### src/rtl/eth_pkg.sv
// Shared types and constants for the UDP TX header chain.
// Holds the scheduler state encoding and header/gap defaults.
package eth_pkg;

   typedef enum logic [1:0] {
      IDLE,
      START,
      WAIT_DONE,
      IFG
   } sched_state_t;

   localparam int IP_UDP_HDR_LEN = 28;
   localparam int IFG_DEFAULT    = 12;

endpackage

### src/rtl/udp_tx_scheduler_rr_arbiter.sv
// rr_arbiter: combinational round-robin pick starting at ptr.
// Returns the winner both one-hot and as an index.
module rr_arbiter
   import eth_pkg::*;
#(
   parameter  int N = 4,
   localparam int W = $clog2(N)
) (
   input  logic [N-1:0] req,
   input  logic [W-1:0] ptr,
   output logic [N-1:0] gnt,
   output logic [W-1:0] idx
);

   logic found;

   always_comb begin
      gnt   = '0;
      idx   = '0;
      found = 1'b0;
      for (int i = 0; i < N; i++) begin
         if (!found && req[(int'(ptr) + i) % N]) begin
            found = 1'b1;
            gnt[(int'(ptr) + i) % N] = 1'b1;
            idx = W'((int'(ptr) + i) % N);
         end
      end
   end

endmodule

### src/rtl/udp_tx_scheduler.sv
// udp_tx_scheduler: round-robin owner of the shared Eth/IP/UDP TX chain.
// Optional WAIT_DONE watchdog enabled by defining UDP_TX_TIMEOUT_EN.
module udp_tx_scheduler
   import eth_pkg::*;
#(
   parameter int NUM_REQ        = 4,
   parameter int IFG_CYCLES     = IFG_DEFAULT,
   parameter int TIMEOUT_CYCLES = 4096
) (
   input  logic                  aclk,
   input  logic                  aresetn,
   input  logic [NUM_REQ-1:0]    req,
   input  logic [16*NUM_REQ-1:0] req_udp_len,
   input  logic [32*NUM_REQ-1:0] req_ip_d_addr,
   input  logic                  frame_done,
   output logic                  tx_start,
   output logic [15:0]           udp_len,
   output logic [31:0]           ip_d_addr,
   output logic [NUM_REQ-1:0]    grant,
   output logic [NUM_REQ-1:0]    grant_done,
   output logic                  busy,
   output logic                  tx_abort
);

   localparam int IW = $clog2(NUM_REQ);
   localparam int GW = $clog2(IFG_CYCLES + 1);

   if (NUM_REQ < 2 || NUM_REQ > 8 || IFG_CYCLES < 1 ||
       TIMEOUT_CYCLES < 2) begin : g_bad_param
      $error("udp_tx_scheduler: illegal parameter");
   end

   sched_state_t       state, state_nx;
   logic [IW-1:0]      ptr, win_idx;
   logic [NUM_REQ-1:0] win_gnt;
   logic [GW-1:0]      gap_cnt;
   logic               fin, abort, expired;

   rr_arbiter #(.N(NUM_REQ)) u_arb (
      .req (req),
      .ptr (ptr),
      .gnt (win_gnt),
      .idx (win_idx)
   );

`ifdef UDP_TX_TIMEOUT_EN
   localparam int WW = $clog2(TIMEOUT_CYCLES + 1);
   logic [WW-1:0] wd_cnt;

   assign expired = (wd_cnt == WW'(TIMEOUT_CYCLES - 1));

   always_ff @(posedge aclk or negedge aresetn) begin
      if (!aresetn) begin
         wd_cnt   <= '0;
         tx_abort <= 1'b0;
      end else begin
         wd_cnt   <= (state == WAIT_DONE) ? wd_cnt + 1'b1 : '0;
         tx_abort <= abort;
      end
   end
`else
   assign expired  = 1'b0;
   assign tx_abort = 1'b0;
`endif

   assign tx_start = (state == START);
   assign busy     = (state != IDLE);

   always_ff @(posedge aclk or negedge aresetn) begin
      if (!aresetn) state <= IDLE;
      else          state <= state_nx;
   end

   // completion beats a watchdog expiry landing on the same cycle
   always_comb begin
      state_nx = state;
      fin      = 1'b0;
      abort    = 1'b0;
      unique case (state)
         IDLE:      if (|req) state_nx = START;
         START:     state_nx = WAIT_DONE;
         WAIT_DONE: begin
            fin   = frame_done;
            abort = !frame_done && expired;
            if (fin || abort) state_nx = IFG;
         end
         IFG:       if (gap_cnt == GW'(IFG_CYCLES - 1)) state_nx = IDLE;
         default:   state_nx = IDLE;
      endcase
   end

   always_ff @(posedge aclk or negedge aresetn) begin
      if (!aresetn) begin
         ptr        <= '0;
         gap_cnt    <= '0;
         udp_len    <= '0;
         ip_d_addr  <= '0;
         grant      <= '0;
         grant_done <= '0;
      end else begin
         grant_done <= '0;
         gap_cnt    <= (state == IFG) ? gap_cnt + 1'b1 : '0;
         if (state == IDLE && |req) begin
            udp_len   <= req_udp_len[16*win_idx +: 16];
            ip_d_addr <= req_ip_d_addr[32*win_idx +: 32];
            grant     <= win_gnt;
            ptr       <= (win_idx == IW'(NUM_REQ - 1)) ? '0 : win_idx + 1'b1;
         end
         if (fin || abort) begin
            grant_done <= grant;
            grant      <= '0;
         end
      end
   end

endmodule
### config.mk
export PLATFORM = sky130hd
export DESIGN_NAME = udp_tx_scheduler
export DESIGN_NICKNAME = d
export VERILOG_FILES = /design/src/rtl/eth_pkg.sv /design/src/rtl/udp_tx_scheduler_rr_arbiter.sv /design/src/rtl/udp_tx_scheduler.sv
export SDC_FILE = /design/constraint.sdc
export NUM_CORES = 1
export LEC_CHECK = 0
export ABC_AREA = 1
export CORE_MARGIN = 4
export CORE_UTILIZATION = 37
export DETAILED_ROUTE_END_ITERATION = 10
export PLACE_DENSITY_LB_ADDON = 0.3
export RECOVER_POWER = 25
export SLEW_MARGIN = 0
export SYNTH_ARGS = -nofsm -noshare
export SYNTH_HDL_FRONTEND = slang
export SYNTH_SLANG_ARGS = --single-unit
export TNS_END_PERCENT = 10
### constraint.sdc
create_clock -name aclk -period 2.4 [get_ports aclk]
set_input_delay 0.6 -clock aclk [delete_from_list [all_inputs] [get_ports aclk]]
set_output_delay 0.6 -clock aclk [all_outputs]
set_load 0.02 [all_outputs]
======== Word level (Yosys, flattened, before mapping) ========
Index checks and enable logic that the tools add are counted.
operators by class
  add/sub/neg operators ................... 5
  order comparisons ....................... 8
  equality and inequality tests ........... 8
  shift-type cells ........................ 2
  multiplexer cells ....................... 40
  bitwise operators ....................... 6
  reduce and logical (&&, ||, !) cells .... 19
operators by type and width
  operator                                                                number
  128-bit by 8-bit variable part select with 32-bit output                1
  64-bit by 7-bit variable part select with 16-bit output                 1
  4-bit two-way mux                                                       8
  2-bit two-way mux                                                       8
  1-bit two-way mux                                                       15
  3-bit by 4-bit < comparator with 1-bit output (second input constant)   3
  4-bit OR                                                                3
  3-bit by 1-bit >= comparator with 1-bit output (second input constant)  3
  1-bit binary-select mux with 2-bit select                               4
  1-bit demux with 2-bit select                                           4
  1-bit logical AND                                                       8
  2-bit case mux with 4 select lines                                      1
  2-bit == test (second input constant)                                   3
  2-bit OR reduction                                                      3
  2-bit by 1-bit adder with 2-bit output (second input constant)          2
  2-bit adder (second input constant)                                     2
  4-bit by 1-bit adder with 4-bit output (second input constant)          1
  4-bit == test (second input constant)                                   1
  2-bit != test (second input constant)                                   2
  2-bit nonzero test                                                      2
  4-bit OR reduction                                                      1
  1-bit bitwise AND (first input constant)                                3
  1-bit zero test                                                         3
  2-bit by 3-bit < comparator with 1-bit output (second input constant)   1
  other kinds (5)                                                         5
storage, ports and cells
  bits in registers ....................... 64
  input bits .............................. 199
  output and inout port bits .............. 59
  word-level logic and storage cells ...... 95

======== Depth between registers and ports, before layout ========
  depth in word-level cells ............... 16
  gate-level depth with buffers ........... 17
  mapped depth without buffers ............ 15

======== Modules after synthesis ========
A second synthesis with hierarchy kept.
unflattened totals
  cells, all modules ...................... 921
  area total of the unflattened synthesis .. 5,137.4 um^2
by module, submodules not included
  module            instances  cells each  area each (um^2)  seq. area each (um^2)
  udp_tx_scheduler  1          848         4,698.3           1,601.5
  rr_arbiter        1          73          439.2             0.0

======== Worst setup path before layout ========
OpenSTA, ideal clock, no wires.
  path kind ............................... register -> register
  start point ............................. register ptr[0]
  end point ............................... register ip_d_addr[23]
  library setup time ...................... 0.124 ns
  data arrival time ....................... 2.183 ns
  required time ........................... 2.276 ns
  slack ................................... 0.093 ns
  cell stages (with the launch flop) ...... 16
  path buffers ............................ 3
  period minus slack after synthesis ...... 2.307 ns
  cell sequence ........................... dfrtp_1 > buf_4 > inv_6 > ha_1 > inv_1 > nand3_1 > nand2_2 > inv_2 > nor2_8 > nand4_4 > buf_2 > buf_1 > nand3_1 > nand2_1 > nand2_1 > nand3_1
between the ends
  cells in the longest elaborated chain, start to end .. 13
  elaborated cells on any way between the ends .. 28
  classes of those cells .................. 3 x add/sub; 1 x shift; 18 x mux; 6 x reduce/logical
ends and longest elaborated chain
  element                                                                                                     line                                                                  RTL
  start, declared                                                                                             udp_tx_scheduler.sv:34                                                logic [IW-1:0] ptr, win_idx;
  start signal, assigned                                                                                      udp_tx_scheduler.sv:107                                               ptr <= (win_idx == IW'(NUM_REQ - 1)) ? '0 : win_idx + 1'b1;
  2-bit by 1-bit adder with 2-bit output / 1-bit binary-select mux with 2-bit select (equally long branches)  udp_tx_scheduler_rr_arbiter.sv:22, udp_tx_scheduler_rr_arbiter.sv:25
  1-bit binary-select mux with 2-bit select / 1-bit two-way mux (equally long branches)                       udp_tx_scheduler_rr_arbiter.sv:22                                     if (!found && req[(int'(ptr) + i) % N]) begin
  1-bit two-way mux (not written as such)                                                                     udp_tx_scheduler_rr_arbiter.sv:22
  1-bit two-way mux (not written as such) / 1-bit zero test (equally long branches)                           udp_tx_scheduler_rr_arbiter.sv:22
  1-bit logical AND                                                                                           udp_tx_scheduler_rr_arbiter.sv:22
  1-bit two-way mux                                                                                           udp_tx_scheduler_rr_arbiter.sv:22
  1-bit zero test                                                                                             udp_tx_scheduler_rr_arbiter.sv:22
  1-bit logical AND                                                                                           udp_tx_scheduler_rr_arbiter.sv:22
  1-bit two-way mux                                                                                           udp_tx_scheduler_rr_arbiter.sv:22
  1-bit zero test                                                                                             udp_tx_scheduler_rr_arbiter.sv:22
  1-bit logical AND                                                                                           udp_tx_scheduler_rr_arbiter.sv:22
  2-bit two-way mux (*)                                                                                       udp_tx_scheduler_rr_arbiter.sv:22
  128-bit by 8-bit variable part select with 32-bit output (*)                                                udp_tx_scheduler.sv:105                                               ip_d_addr <= req_ip_d_addr[32*win_idx +: 32];
  end signal, assigned                                                                                        udp_tx_scheduler.sv:105
  end, declared                                                                                               udp_tx_scheduler.sv:18                                                output logic [31:0] ip_d_addr,
Every way passes the cells marked *; elsewhere a longest branch is shown, timed or not. The select of a mux whose other input is x is not followed.
A chain may end at the register's enable or synchronous reset.

======== Worst setup path after layout ========
  start point ............................. register state[0]
  end point ............................... output busy
between the ends
  cells in the longest elaborated chain, start to end .. 1
ends and longest elaborated chain
  element                 line                    RTL
  start, declared         udp_tx_scheduler.sv:33  sched_state_t state, state_nx;
  start signal, assigned  udp_tx_scheduler.sv:71  else state <= state_nx;
  2-bit nonzero test      udp_tx_scheduler.sv:67  assign busy = (state != IDLE);
  end, declared           udp_tx_scheduler.sv:21  output logic busy,
No other way between the ends.

==> flow_metrics.env <==
export IMPL_worstMarginPinSlew_ps=1640
export IMPL_syn_area_sq_mm=0.00507
export IMPL_min_path_type="reg2reg"
export IMPL_clockBufferDepth=2
export IMPL_synth_top_area_cell="dfrtp_1"
export IMPL_post_route_drc_count=0
export IMPL_grt_first_pass_wirelength_microns=28100
export IMPL_drt_iter0_markers=364
export IMPL_path_class="reg2out"
export IMPL_setup_viol=0
export IMPL_drive_gt1_share_pct=7.36
export IMPL_syn_to_final_growth_pct=69.1
export IMPL_syn_instance_count=830
export IMPL_synth_fp_nets=1042
export IMPL_path_clk_slew_ps=50
export IMPL_layout_common_cells="nand2_1 (325), clkdlybuf4s50_1 (253), nand3_1 (175)"
export IMPL_ys_seq_elements=64
export IMPL_cp_start_kind="flip-flop"
export IMPL_ios=258
export IMPL_die_area_sq_mm=0.0157
export IMPL_synth_top_cell_area_share_pct=31.6
export IMPL_critPathMaxFanout=3
export IMPL_finalCritPeriodShare_pct=97.0
export IMPL_gp_congestion=0.873
export IMPL_die_h_microns=125
export IMPL_grt_overflow=0
export IMPL_fin_nets=1309
export IMPL_num_rows=42
export IMPL_endpoint_kind="output port"
export IMPL_slew_violations=65
export IMPL_grt_max_degree=65
export IMPL_rsz0062_at_grt="true"
export IMPL_drv_cap=1
export IMPL_dp_cells=1250
export IMPL_vias_per_cell=4.84
export IMPL_final_util_pct=64.3
export IMPL_violations="max-capacitance violations, max-slew violations"
export IMPL_grt_pass1_vias=5798
export IMPL_hold_violations=0
export IMPL_ys_seq_area_share_pct=31.6
export IMPL_port_buffers=256
export IMPL_grt_busiest_layer="met2"
export IMPL_gr_usage_met3_pct=6.23
export IMPL_final_cells=1276
export IMPL_p_leak_uw=0.00452
export IMPL_fmax_ghz=0.429
export IMPL_grt_antenna_before_repair=0
export IMPL_skew_ps=8.27
export IMPL_grt_use_total_pct=21.6
export IMPL_die_w_microns=125
export IMPL_core_area_sq_mm=0.0133
export IMPL_hpwl_microns=13400
export IMPL_cts_tree="built"
export IMPL_cp_arrival_ps=1730
export IMPL_critPathRequiredTime_ps=1800
export IMPL_period_minus_slack_ps=2330
export IMPL_root_buffer="clkbuf_16"
export IMPL_routed_via_count=6170
export IMPL_grt_use_met1_pct=24.0
export IMPL_synth_distinct_cells=31
export IMPL_antenna_left=0
export IMPL_initial_core_util_pct=38.0
export IMPL_wl_per_cell_microns=14.6
export IMPL_numCtsBuffers=9
export IMPL_routed_wl_microns=18600
export IMPL_drt_pass1_iter_count=5
export IMPL_cts_num_sinks=64
export IMPL_yosysWarnings=0
export IMPL_maxSlewHeadroom_pct=-9.56
export IMPL_max_vdd_ir_drop_mv=0.775
export IMPL_cts_htree_levels=3
export IMPL_clk_latency_ps=330
export IMPL_status="finished, violations left"
export IMPL_syn_area_per_cell_sq_um=6.11
export IMPL_n_antenna_cell=0
export IMPL_synth_area_top_cells="dfrtp_1 (32%), nand2_1 (24%), nand3_1 (17%)"
export IMPL_power_density_mw_per_mm2=1620
export IMPL_use_met2_pct=39.2
export IMPL_final_common_cell="nand2_1"
==> power breakdown <==
group | leakage, uW | internal, uW | total (uW) | switching (uW)
sequential | 0.000805 | 1570 | 1830 | 256
combinational | 0.00359 | 4930 | 10900 | 6000
clock | 0.000126 | 714 | 1160 | 447
total | 0.00452 | 7210 | 13900 | 6710
==> path summary, 6_finish.rpt <==
kind / startpoint / endpoint / slack (ps) / depth (start not counted)
worst max-delay path: state[0]$_DFFE_PN0P_ / busy / 70 / 4
worst min-delay path: gap_cnt[0]$_DFF_PN0_ / gap_cnt[0]$_DFF_PN0_ / 470 / 1
worst max register to register: ptr[0]$_DFFE_PN0P_ / ip_d_addr[9]$_DFFE_PN0P_ / 100 / 14
worst min register to register: gap_cnt[0]$_DFF_PN0_ / gap_cnt[0]$_DFF_PN0_ / 470 / 1
max in group asynchronous: aresetn / ip_d_addr[26]$_DFFE_PN0P_ / 640 / 2
min in group asynchronous: aresetn / ip_d_addr[22]$_DFFE_PN0P_ / 770 / 2
==> metal layers <==
layer | share of wire (%) | routed length (microns)
met5 | 0 | 0
met4 | 3.0 | 554
met3 | 8.1 | 1520
met2 | 50 | 9310
met1 | 39 | 7220
==> cells in the mapped netlist <==
cell type    n
inv_1      140
buf_6        4
buf_8        1
o21bai_1     1
buf_1        1
nor3_1       1
nor2_1      10
clkbuf_1    15
nand4_4      1
nand4_1      3
o22ai_1      4
nand2_4      2
nor2_8       1
buf_4       10
o21ai_0      3
dfrtp_1     64
nor4_1       1
ha_1        13
buf_2       18
conb_1       1
or2_2        1
nor2_2       1
inv_6        1
a31oi_1      1
a22oi_1      4
a21oi_1     10
nand2_2      4
inv_2        2
o211ai_1     9
nand3_1    176
nand2_1    327
==> cell type report <==
cell class,count,area [sq um]
inverters,143,542
well taps,176,220
repair buffers,304,3250
multi-input cells,575,2710
clock inverters,1,5.00
clock buffers,13,250
fillers,1246,4770
flip-flops and latches,64,1600
==> through the flow <==
step	hold slack [ps]	instance area (sq um)	TNS (ps)	setup WS, ps	total power, uW
finish	468	8580	0	71.1	13900
global route	496	8580	-915	-55.5	15100
CTS	289	8310	0	52.5	12600
detailed placement	464	8050	-9930	-265	11400
global placement	447	8050	-9310	-251	11300
floorplan	304	5070	0	93.1	8010
==> registers in the layout (all words and copies together), names as in the netlist <==
name and cells:
ptr 2, udp_len 16, grant_done 4, ip_d_addr 32, grant 4, state 2, gap_cnt 4
==> worst max-delay path, cell delays in order (launching register included) <==
cell and delay (ps):
dfrtp_1 380, inv_1 90, ha_1 230, inv_1 100
clkdlybuf4s50_1 610
==> cells by family after synthesis <==
group / after synthesis / share of synthesized area (%)
other cells: 1 / 0.0739
simple gates: 528 / 44.9
flops: 64 / 31.6
fa+ha+maj: 13 / 3.21
buf+inv: 192 / 16.3
compound gates: 32 / 3.97
==> timing repair <==
action,CTS,global route
setup buffers,0,4
resized for setup,0,14
endpoints found under the setup margin,0,49
hold buffers,0,0
Power figures use the tool's default switching activity.
